$ cat src/rtl/slice_add_seq.sv
// Sequenced adder: one 3-bit slice per clock through a shared add stage,
// carry chained in a register, valid/ready handshake on operands and result.
module slice_add_seq #(
  parameter int unsigned SLICES = 4
) (
  input  logic                  clk,
  input  logic                  rst_n,
  input  logic                  in_valid,
  output logic                  in_ready,
  input  logic [3*SLICES-1:0]   in_a,
  input  logic [3*SLICES-1:0]   in_b,
  output logic                  out_valid,
  input  logic                  out_ready,
  output logic [3*SLICES-1:0]   out_sum,
  output logic                  out_cout,
  output logic                  busy
);

  localparam int unsigned W    = 3 * SLICES;
  localparam int unsigned IDXW = (SLICES > 1) ? $clog2(SLICES) : 1;
  localparam logic [IDXW-1:0] LAST = IDXW'(SLICES - 1);

  typedef enum logic [1:0] {IDLE, ADD, DONE} state_t;

  state_t          r_state, w_next;
  logic [W-1:0]    r_a, r_b, r_sum;
  logic [IDXW-1:0] r_idx;
  logic            r_carry, r_cout;
  logic [2:0]      w_a_sl, w_b_sl;
  logic [3:0]      w_t;

  // Slice mux over the latched operands, then the single 3-bit add stage.
  always_comb begin
    w_a_sl = '0;
    w_b_sl = '0;
    for (int unsigned i = 0; i < SLICES; i++) begin
      if (r_idx == IDXW'(i)) begin
        w_a_sl = r_a[3*i +: 3];
        w_b_sl = r_b[3*i +: 3];
      end
    end
    w_t = {1'b0, w_a_sl} + {1'b0, w_b_sl} + {3'b000, r_carry};
  end

  always_comb begin
    w_next = r_state;
    case (r_state)
      IDLE:    if (in_valid)       w_next = ADD;
      ADD:     if (r_idx == LAST)  w_next = DONE;
      DONE:    if (out_ready)      w_next = IDLE;
      default:                     w_next = IDLE;
    endcase
  end

  always_ff @(posedge clk) begin
    if (!rst_n) begin
      r_state <= IDLE;
      r_a     <= '0;
      r_b     <= '0;
      r_sum   <= '0;
      r_cout  <= 1'b0;
      r_idx   <= '0;
      r_carry <= 1'b0;
    end else begin
      r_state <= w_next;
      case (r_state)
        IDLE: begin
          if (in_valid) begin
            r_a     <= in_a;
            r_b     <= in_b;
            r_sum   <= '0;
            r_cout  <= 1'b0;
            r_idx   <= '0;
            r_carry <= 1'b0;
          end
        end
        ADD: begin
          for (int unsigned i = 0; i < SLICES; i++) begin
            if (r_idx == IDXW'(i)) r_sum[3*i +: 3] <= w_t[2:0];
          end
          r_carry <= w_t[3];
          if (r_idx == LAST) r_cout <= w_t[3];
          else               r_idx  <= r_idx + IDXW'(1);
        end
        default: ;
      endcase
    end
  end

  assign in_ready  = (r_state == IDLE) && rst_n;
  assign out_valid = (r_state == DONE);
  assign busy      = (r_state == ADD) || (r_state == DONE);
  assign out_sum   = r_sum;
  assign out_cout  = r_cout;

endmodule

$ cat config.mk
export PLATFORM = sky130hd
export DESIGN_NAME = slice_add_seq
export DESIGN_NICKNAME = d
export VERILOG_FILES = /design/src/rtl/slice_add_seq.sv
export SDC_FILE = /design/constraint.sdc
export NUM_CORES = 1
export LEC_CHECK = 0
export CORE_MARGIN = 2
export CORE_UTILIZATION = 50
export CTS_BUF_LIST = sky130_fd_sc_hd__clkbuf_4 sky130_fd_sc_hd__clkbuf_8 sky130_fd_sc_hd__clkbuf_16
export DETAILED_ROUTE_END_ITERATION = 10
export PLACE_DENSITY = 0.8
export RECOVER_POWER = 100
export SYNTH_ARGS = -nofsm -noshare
export SYNTH_HDL_FRONTEND = slang
export SYNTH_SLANG_ARGS = --single-unit
$ cat constraint.sdc
create_clock -name clk -period 7 [get_ports clk]
set_clock_uncertainty 0.1 [all_clocks]
set_input_delay 1.4 -clock clk [delete_from_list [all_inputs] [get_ports clk]]
set_output_delay 1.4 -clock clk [all_outputs]
set_load 0.01 [all_outputs]
Word level (Yosys, flattened, before mapping)
Cells that the tools add are included.
{"block": "word_totals", "register_bits": 42, "inputBits": 28, "output_inout_bits": 16}
{"block": "op_classes", "eq_ne": 12, "n_reduce_logical": 13, "n_mux": 25, "n_addsub": 3}
{"op": "two-way mux 3 bit", "n": 12}
{"op": "case mux 12 bit (2 select lines)", "n": 1}
{"op": "AND reduction 3 bit", "n": 6}
{"op": "two-way mux 12 bit", "n": 1}
{"op": "inequality test 2 bit, second input constant", "n": 6}
{"op": "two-way mux 2 bit", "n": 5}
{"op": "== test 2 bit, second input constant", "n": 3}
{"op": "case mux 2 bit (3 select lines)", "n": 1}
{"op": "adder 3 x 3 -> 4 bit", "n": 1}
{"op": "adder 4 x 1 -> 4 bit", "n": 1}
{"op": "== test 2 x 1 -> 1 bit, second input constant", "n": 2}
{"op": "zero test 2 bit", "n": 2}
{"op": "case mux 1 bit (2 select lines)", "n": 2}
{"op": "case mux 2 bit (2 select lines)", "n": 1}
{"op": "AND reduction 2 bit", "n": 2}
{"op": "adder 2 x 1 -> 2 bit, second input constant", "n": 1}
{"op": "two-way mux 1 bit", "n": 2}
{"op": "inequality test 2 x 1 -> 1 bit, second input constant", "n": 1}
{"op": "nonzero test 2 bit", "n": 1}
{"op": "logical AND 1 bit", "n": 1}
{"op": "logical OR 1 bit", "n": 1}

Longest topological paths before layout
Gate-level depths: netlist of the first run.
{"block": "depth", "ltp_word": 9, "ltp_mapped": 11}

Worst setup path before layout of the first run
OpenSTA, ideal clock, no wires.
{"block": "synth_timing", "kind": "input port to output port", "startpoint": "input port rst_n", "endpoint": "output port in_ready", "arrival_time_ns": 2.031, "stages": 3, "path_slack_ns": 3.469, "required_time_ns": 5.500, "path_cell_list": "buf_2 > buf_1 > and2_1"}
{"block": "synth_via", "elab_chain_cells": 1}
{"item": "start: declaration", "line_no": "7", "text": "input logic rst_n,"}
{"item": "logical AND 1 bit", "line_no": "90", "text": "assign in_ready = (r_state == IDLE) && rst_n;"}
{"item": "end: declaration", "line_no": "9", "text": "output logic in_ready,"}
No other way between the ends.

Final worst setup path of the first run
Ends and elaborated chain as after synthesis.

==> results by group, run 1 <==
Outcome
  – Status: finished, violations left
  – Failing checks: capacitance limit, slew limit

Pwr
  – Combinational share of power: 0.277
  – Sw frac: 0.327
  – Final Power: about 0.0006 W
  – Pint: 0.000405 W
  – Leak: a little under 1 nW
  – Worst VDD drop: 0.000121 V
  – Switch Pwr: around 0.0002 W
  – Clock group share of total power: 0.275
  – Pwr Density: roughly 230 mW/mm²
  – Sequential share of power: 0.448

Global routing
  – M3 GR Usage: 0.0390
  – GR met1 Demand/Resource: 0.237
  – Total Routing Usage GR: 0.197
  – M2 GR Usage: 0.345
  – First-pass GRT wire length: between 6 and 7 mm
  – Initial antenna violation count: 0
  – GRT Max-Usage Layer: met2
  – Number of global-route vias before repair: ~1.6k
  – Total gr overflow: 0
  – Largest net degree at the start of global routing: 48

Worst setup path
  – CP startpoint kind: input port
  – Worst Path Arrival: 3.89 ns
  – CP max FO: 47
  – Worst path max stage delay: 1.24 ns
  – Crit Path Class: input port to primary output
  – Critical path required time: 5.50 ns
  – Crit. End Element: primary output
  – Worst path cell trace: clkdlybuf4s50_1, clkbuf_1, and2_1, clkdlybuf4s50_1
  – Most used cell, CP: clkdlybuf4s50_1
  – Critical-path top delay cell: clkbuf_1
  – Worst r2r path cells: 9

Routing
  – Vias/cell: between 5 and 6
  – Initial drt markers: ~110
  – DRT antenna net count: 0
  – Via Count: between 1.5k and 2k
  – Detailed Route WL: 4.27 mm
  – WL/cell: about 12 µm
  – TritonRoute pass-1 iters: 5
  – DRC errors left: 0

Worst hold path
  – Worst hold stages: 2
  – Worst hold path type: flop to flop

Clocking
  – Number of setup buffers added after CTS: 0
  – Root Buffer: clkbuf_8
  – Post-CTS Resized: 0
  – CTS tree: built
  – Clock transition at path regs: around 0.08 ns
  – Number of clock sinks: 42
  – CTS H-tree lvls: 2
  – Clock Latency Late Sink: roughly 0.30 ns
  – Num CTS Buffers: 5
  – Deepest clock path buffer count: 2
  – Post-CTS Hold Fix Bufs: 0

Die
  – Row cnt: 23
  – Die H: between 60 and 70 µm
  – IO Count: 44
  – Core area: 0.00403 mm²
  – Starting Density: 0.521
  – Horiz. Die Dim: 68.8 µm
  – DIE AREA: 0.00473 mm²

STA
  – Max Slew Vio Count: 48
  – Worst Max-Slew Pin Slew: about 1.7 ns
  – Minimum clock period: about 5.4 ns
  – Worst slew margin: -0.151
  – RSZ-0062 raised after global routing: false
  – Setup_tns: 0 ns
  – Fmax achieved: approximately 0.19 GHz
  – Smallest hold slack: ~0.35 ns
  – Final hold viol count: 0
  – Period utilisation layout: 0.771
  – Final setup viols: 0

Job
  – Max Cap Viol: 1

Finish
  – Commonest cells after routing, fill and taps aside: nand2_1 (69), dfxtp_1 (42), a21boi_0 (27), clkdlybuf4s50_1 (27), dlygate4sd3_1 (16)
  – Commonest non-fill, non-tap cell in the layout: nand2_1
  – Fin nets: around 330
  – Area added between synthesis and finish: 24.4%
  – Fillers: 385
  – N_diodes: 0
  – Layout cell share with drive strength beyond 1: 0.0271

Synthesis
  – Fraction of registers with async set/reset: 0
  – Syn. warnings: 0
  – #FFs+latches synth: 42
  – Average size of a mapped cell: between 8 and 9 µm²
  – Mapped Cells: 260
  – Mapped Nets: 300
  – Post-synth cell types: 32
  – Most used flip-flop cell after synthesis: dfxtp_1
  – Sequential share of the synthesized area: 0.401
  – Mapped cell area: approximately 0.0021 mm²
  – Post-synth EDFFs: 0

Place
  – Final GP Congestion: 0.842
  – DPL Wire Length: 3.00 mm
  – Buffers added on ports: 43
-- power by group through the flow --
stage               Sequential [W]  Combinational [W]  Clock [W]
floorplan                 0.000273           0.000123          0
global route              0.000273           0.000189   0.000177
CTS                       0.000270           0.000171   0.000167
detailed placement        0.000276           0.000171          0
finish                    0.000270           0.000167   0.000166
global placement          0.000275           0.000168          0
-- cell families (layout without fill, tap and decap cells) --
group / after synthesis / count (layout) / share of synthesized area
DFF: 42 / 42 / 0.401
adders and majority gates: 12 / 12 / 0.0787
muxes: 1 / 1 / 0.00477
buffers and inverters: 31 / 66 / 0.0632
and+or+nand+nor: 94 / 94 / 0.188
xor gates and xnor gates: 1 / 1 / 0.00417
AOI/OAI and AO/OA: 79 / 79 / 0.260
-- worst max-delay path, delay by kind of cell --
family	cells	cell delay (ns)
buf+inv	3	2.22
simple gates	1	0.25
-- Yosys cell counts (2+ instances only) --
cell | count | area share
a22oi_1 | 4 | 0.014
o2bb2ai_1 | 5 | 0.021
nand2_1 | 69 | 0.12
o32ai_1 | 4 | 0.017
a21boi_0 | 20 | 0.072
dfxtp_1 | 42 | 0.40
inv_1 | 13 | 0.023
a22o_1 | 4 | 0.017
buf_2 | 7 | 0.017
fa_1 | 2 | 0.019
a21oi_1 | 15 | 0.036
a21boi_1 | 8 | 0.029
clkbuf_1 | 9 | 0.016
ha_1 | 10 | 0.060
o21ai_0 | 13 | 0.031
nor2_1 | 6 | 0.011
nor2b_1 | 5 | 0.015
or3_1 | 4 | 0.012
and2_1 | 4 | 0.012
nand3_1 | 4 | 0.0095
-- cell type report --
cell class,instances,area (µm²),area share
sequential,42,841,0.322
clock inverter,2,12.5,0.00479
clock buffer,6,82.6,0.0316
inverter,13,48.8,0.0187
multi-input combinational,187,1120,0.431
tap,50,62.6,0.0240
timing repair buffer,45,438,0.168
-- layer usage --
metal / wire length (µm) / vias to the layer above
met5: 0 / -
met1: 1990 / 814
met3: 186 / 7
met2: 2030 / 45
met4: 60 / 0
li1: - / 947
-- worst paths after layout --
kind / start / end / slack [ns]
min: out_sum[2] / out_sum[2] / 0.35
max reg2reg: r_idx[0] / out_sum[8] / 3.91
max: rst_n / in_ready / 1.61
min reg2reg: out_sum[2] / out_sum[2] / 0.35
-- per-stage QoR --
stage	setup WS, ns	util	area (µm²)	cells
floorplan	3.47	-	2100	260
global placement	2.56	0.626	2520	337
detailed placement	2.57	0.626	2520	337
CTS	2.57	0.650	2620	345
global route	1.43	0.648	2610	345
finish	1.61	0.648	2610	345
-- sequential cells by signal (all words and copies together) (netlist names) --
register and flops:
out_sum 12, r_a 12, r_b 12, r_idx 2, r_state 2, out_cout 1
r_carry 1
Power figures use the tool's default switching activity.
==> run 2, diff against run 1 <==
clock period = 5.4 ns   (was 7 ns; I/O delays follow)
==> results by group, run 2 (synthesis gave the netlist of run 1 again) <==
Finish
  – Design Area, Final: 0.00263 mm² (+0.86%)
  – Reg area: 841 µm² (unchanged)
  – Cell Count, Final, Fillers Out: 345 (unchanged)
  – Area added between synthesis and finish: 25.5%
  – Fin nets: 334 (unchanged)
  – Commonest cells after routing, fill and taps aside: nand2_1 (69), dfxtp_1 (42), a21boi_0 (28), clkdlybuf4s50_1 (27), dlygate4sd3_1 (16)
  – Layout cell share with drive strength beyond 1: 0.0305 (+0.00339)
  – N_diodes: 0 (unchanged)
  – Area of the multi-input gates: 0.00112 mm² (unchanged)
  – Fillers: 377 (-2.1%)
  – Commonest non-fill, non-tap cell in the layout: nand2_1

Die
  – IO Count: 44 (unchanged)
  – Row cnt: 23 (unchanged)
  – Starting Density: 0.521 (unchanged)
  – DIE AREA: 0.00473 mm² (unchanged)
  – Core area: 0.00403 mm² (unchanged)
  – Die H: 68.8 µm (unchanged)
  – Horiz. Die Dim: 68.8 µm (unchanged)

Place
  – Buffers added on ports: 43 (unchanged)
  – Inst Count DP: 337 (unchanged)
  – Placed Area: 0.00252 mm² (unchanged)
  – Final GP Congestion: 0.856 (+1.7%)
  – Setup WS pre-CTS: 1.60 ns (-0.962 ns)
  – DPL Wire Length: 2.97 mm (-0.88%)

Worst setup path
  – R2R Path End: out_sum[11]
  – Critical path required time: 4.22 ns (-1.28 ns)
  – Worst setup path start: rst_n
  – Reg-to-reg startpoint: r_idx[0]
  – R2r setup slk: 2.35 ns (-1.56 ns)
  – Crit Path Class: input port to primary output
  – CP max FO: 47 (unchanged)
  – Crit. End Element: primary output
  – CP startpoint kind: input port
  – Worst r2r path cells: 7 (-2)
  – Worst Path Arrival: 2.61 ns (-1.28 ns)

Pwr
  – Clock group share of total power: 0.309 (+0.034)
  – Sequential share of power: 0.427 (-0.021)
  – Sw frac: 0.304 (-0.0234)
  – Switch Pwr: 0.000249 W (+26%)
  – Combinational share of power: 0.264 (-0.013)
  – Leak: 1.00 nW (+1.5%)
  – Pwr Density: 312 mW/mm² (+35%)
  – Pint: 0.000571 W (+41%)
  – Worst VDD drop: 0.000158 V (+31%)

STA
  – Smallest hold slack: 0.348 ns (+0.000501 ns)
  – Fin worst setup slack: 1.61 ns (+0.00473 ns)
  – Final setup viols: 0 (unchanged)
  – Minimum clock period: around 3.8 ns
  – Max Slew Vio Count: 0 (-100%)
  – Worst slew margin: 0.282 (+0.433)
  – Fmax achieved: 0.264 GHz
  – Final hold viol count: 0 (unchanged)
  – RSZ-0062 raised after global routing: false
  – Worst Max-Slew Pin Slew: 1.08 ns (-0.650 ns)
  – Period utilisation layout: 0.702
  – Setup_tns: 0 ns (unchanged)

Worst hold path
  – Hold endpoint: out_sum[2]
  – Worst Hold Launch: out_sum[2]
  – Worst hold path type: flop to flop
  – Worst hold stages: 2 (unchanged)

Global routing
  – Initial antenna violation count: 0 (unchanged)
  – Number of global-route vias before repair: 1546 (-3.1%)
  – Largest net degree at the start of global routing: 48 (unchanged)
  – First-pass GRT wire length: 6.80 mm (-2.3%)
  – Total gr overflow: 0 (unchanged)
  – Total Routing Usage GR: 0.194 (-0.00260)

Job
  – Max Cap Viol: 0 (-1)

Clocking
  – Clock Latency Late Sink: 0.30 ns (about the same)
  – CTS tree: built
  – Number of setup buffers added after CTS: 0 (unchanged)
  – Deepest clock path buffer count: 2 (unchanged)
  – Num CTS Buffers: 5 (unchanged)
  – Post-CTS Hold Fix Bufs: 0 (unchanged)
  – Post-CTS Resized: 0 (unchanged)
  – Clock transition at path regs: 0.08 ns (about the same)
  – Root Buffer: clkbuf_8
  – CTS H-tree lvls: 2 (unchanged)
  – Number of clock sinks: 42 (unchanged)

Routing
  – WL/cell: 12.3 µm (-0.75%)
  – Initial drt markers: 149 (+33%)
  – Via Count: 1813 (unchanged)
  – DRT antenna net count: 0 (unchanged)
  – Vias/cell: 5.26 (unchanged)
  – DRC errors left: 0 (unchanged)
  – Detailed Route WL: 4.24 mm (-0.75%)
  – TritonRoute pass-1 iters: 4 (-1)

Outcome
  – Status: finished, final reports clean
## run 2: metrics by stage
step,utilization,power (W)
after CTS,0.654,0.000831
after global routing,0.653,0.000868
after detailed placement,0.626,0.000579
after global placement,0.626,0.000574
after floorplan,-,0.000513
final,0.653,0.000820
## run 2: metal layers
layer	routed length [µm]	vias to the layer above	GRT usage
met5	0	-	0
met4	70	0	0.0907
met3	220	7	0.0568
met2	1940	47	0.304
met1	2010	805	0.246
li1	-	954	-
## run 2: cell type report
class / count / share of cell area
clock buffer: 7 / 0.0318
clock inverter: 1 / 0.0114
inverter: 13 / 0.0185
multi-input combinational: 187 / 0.427
sequential: 42 / 0.319
tap: 50 / 0.0238
timing repair buffer: 45 / 0.168
## run 2: how the worst max path moves through the flow
stage / to / slack (ns) / depth (start not counted)
2_1_floorplan: in_ready / 2.51 / 3
3_3_place_gp: in_ready / 1.60 / 4
3_5_place_dp: in_ready / 1.60 / 4
4_1_cts: in_ready / 1.61 / 4
5_1_grt: in_ready / 1.53 / 4
6_report: in_ready / 1.61 / 4
## run 2: power groups by stage
stage	combinational [W]	clock [W]	sequential, W
2_1_floorplan	0.000159	0	0.000354
3_3_place_gp	0.000218	0	0.000357
3_5_place_dp	0.000221	0	0.000357
4_1_cts	0.000223	0.000258	0.000350
5_1_grt	0.000245	0.000269	0.000354
6_report	0.000216	0.000254	0.000350
## run 2: critical path: stages
cell and delay, ns:
clkdlybuf4s50_1 0.45, buf_4 0.37, and2_1 0.18, clkdlybuf4s50_1 0.52
==> run 3, diff against run 2 <==
CORE_UTILIZATION = 46   (was 50)
PLACE_DENSITY = 0.78   (was 0.8)
clock period = 3.2 ns   (was 5.4 ns; I/O delays follow)
==> results by group, run 3 (synthesis gave the netlist of run 1 again) <==
Die
  – IO Count: 44 (unchanged)
  – DIE AREA: 0.00512 mm² (+8.2%)
  – Row cnt: 24 (+4.3%)
  – Starting Density: 0.479 (-0.0422)
  – Core area: 0.00438 mm² (+8.8%)
  – Horiz. Die Dim: 71.5 µm (+4.0%)
  – Die H: 71.5 µm (+4.0%)

Global routing
  – Largest net degree at the start of global routing: 47 (-2.1%)
  – Number of global-route vias before repair: 1745 (+13%)
  – First-pass GRT wire length: 7.89 mm (+16%)
  – Total Routing Usage GR: 0.191 (-0.00357)
  – Total gr overflow: 0 (unchanged)
  – Initial antenna violation count: 0 (unchanged)

Finish
  – N_diodes: 0 (unchanged)
  – Area added between synthesis and finish: 26.1%
  – Commonest non-fill, non-tap cell in the layout: nand2_1
  – Reg area: 841 µm² (unchanged)
  – Commonest cells after routing, fill and taps aside: nand2_1 (69), dfxtp_1 (42), a21boi_0 (26), clkdlybuf4s50_1 (25), dlygate4sd3_1 (18)
  – Layout cell share with drive strength beyond 1: 0.0372 (+0.00665)
  – Design Area, Final: 0.00265 mm² (+0.48%)
  – Fin nets: 335 (+0.30%)
  – Area of the multi-input gates: 0.00113 mm² (+0.44%)
  – Fillers: 409 (+8.5%)

STA
  – Max Slew Vio Count: 0 (unchanged)
  – RSZ-0062 raised after global routing: false
  – Final setup viols: 0 (unchanged)
  – Final hold viol count: 0 (unchanged)
  – Setup_tns: 0 ns (unchanged)
  – Minimum clock period: just under 3 ns
  – Worst slew margin: 0.212 (-0.0701)
  – Fmax achieved: roughly 0.34 GHz
  – Worst Max-Slew Pin Slew: 1.18 ns (+0.105 ns)
  – Period utilisation layout: 0.926

Clocking
  – Clock transition at path regs: 0.08 ns (about the same)
  – Post-CTS Resized: 0 (unchanged)
  – Clock Latency Late Sink: 0.29 ns (about the same)
  – CTS tree: built
  – Number of setup buffers added after CTS: 0 (unchanged)
  – Num CTS Buffers: 5 (unchanged)
  – CTS H-tree lvls: 2 (unchanged)
  – Post-CTS Hold Fix Bufs: 0 (unchanged)
  – Number of clock sinks: 42 (unchanged)
  – Root Buffer: clkbuf_8
  – Deepest clock path buffer count: 2 (unchanged)

Routing
  – DRC errors left: 0 (unchanged)
  – Wire length on met2: 2.18 mm (+13%)
  – DRT antenna net count: 0 (unchanged)
  – Initial drt markers: 98 (-34%)
  – Vias/cell: 5.35 (+1.8%)
  – Detailed Route WL: 4.55 mm (+7.4%)
  – Via Count: 1861 (+2.6%)
  – DR top layer: met4
  – Routed wl met3: 249 µm (+13%)
  – TritonRoute pass-1 iters: 4 (unchanged)
  – Metal-1 WL: 2.09 mm (+3.9%)
  – WL/cell: 13.1 µm (+6.5%)

Pwr
  – Pwr Density: 526 mW/mm² (+69%)
  – Sw frac: 0.306 (+0.00207)
  – Switch Pwr: 0.000426 W (+71%)
  – Combinational share of power: 0.267 (+0.003)
  – Clock group share of total power: 0.306 (-0.003)
  – Leak: 1.01 nW (+0.70%)
  – Pint: 0.000966 W (+69%)
  – Worst VDD drop: 0.000231 V (+46%)
  – Sequential share of power: 0.427 (about the same)

Worst setup path
  – Crit. End Element: flop
  – Worst Path Arrival: 3.08 ns (+0.47 ns)
  – CP max FO: 15 (-68%)
  – CP startpoint kind: flop
  – Worst path max stage delay: 0.52 ns (about the same)
  – Most used cell, CP: fa_1
  – Worst path cell trace: inv_1, ha_1, a21oi_1, a22oi_1, fa_1, fa_1, or3_1, a21boi_0
  – Crit Path Class: flop to flop
  – R2r setup slk: 0.24 ns (-2.11 ns)
  – Critical-path top delay cell: fa_1
  – Critical path required time: 3.31 ns (-0.91 ns)

Place
  – DPL Wire Length: 3.26 mm (+9.8%)
  – Buffers added on ports: 43 (unchanged)
  – Final GP Congestion: 0.888 (+3.7%)
  – Placed Area: 0.00253 mm² (+0.40%)

Worst hold path
  – Worst hold path type: flop to flop

Outcome
  – Status: finished, final reports clean

Job
  – Max Cap Viol: 0 (unchanged)
[run 3: worst max-delay path: cells and delay by family (launching register included)]
family                     cells  cell delay (ns)
and+or+nand+nor                1             0.39
buffers and inverters          1             0.10
DFF                            1             0.42
AOI/OAI and AO/OA              3             0.51
adders and majority gates      3             1.37
[run 3: cell type report]
cell class / count / share of cell area
Clock inverter: 1 / 0.0114
Tap cell: 52 / 0.0246
Multi-Input combinational cell: 187 / 0.427
Sequential cell: 42 / 0.318
Inverter: 13 / 0.0184
Clock buffer: 7 / 0.0317
Timing Repair Buffer: 46 / 0.169
[run 3: final timing paths]
kind	startpoint	end	cells past startpoint
hold / removal	out_sum[2]	out_sum[2]	2
setup reg to reg	r_idx[0]	out_sum[7]	8
hold reg to reg	out_sum[2]	out_sum[2]	2
setup / recovery	r_idx[0]	out_sum[7]	8
[run 3: stage by stage]
stage / worst slack [ns] / util / std cells / power, W / hold WS [ns]
global route: 0.0569 / 0.603 / 348 / 0.00148 / 0.390
floorplan: 0.486 / - / 260 / 0.000866 / 0.335
CTS: 0.232 / 0.604 / 348 / 0.00141 / 0.359
global placement: 0.421 / 0.578 / 340 / 0.000971 / 0.347
finish: 0.236 / 0.603 / 348 / 0.00139 / 0.360
detailed placement: 0.290 / 0.578 / 340 / 0.000977 / 0.348
[run 3: layer usage]
| layer | vias to the layer above | GRT usage |
|---|---|---|
| met4 | 0 | 0.0377 |
| met3 | 4 | 0.0450 |
| li1 | 950 | - |
| met2 | 52 | 0.326 |
| met1 | 855 | 0.247 |
| met5 | - | 0 |
[run 3: power by group through the flow]
stage / Clock, W / Sequential, W / Combinational [W]
after floorplan: 0 / 0.000598 / 0.000268
after global placement: 0 / 0.000604 / 0.000367
after detailed placement: 0 / 0.000606 / 0.000371
after CTS: 0.000437 / 0.000594 / 0.000374
after global routing: 0.000455 / 0.000600 / 0.000423
final: 0.000426 / 0.000594 / 0.000371
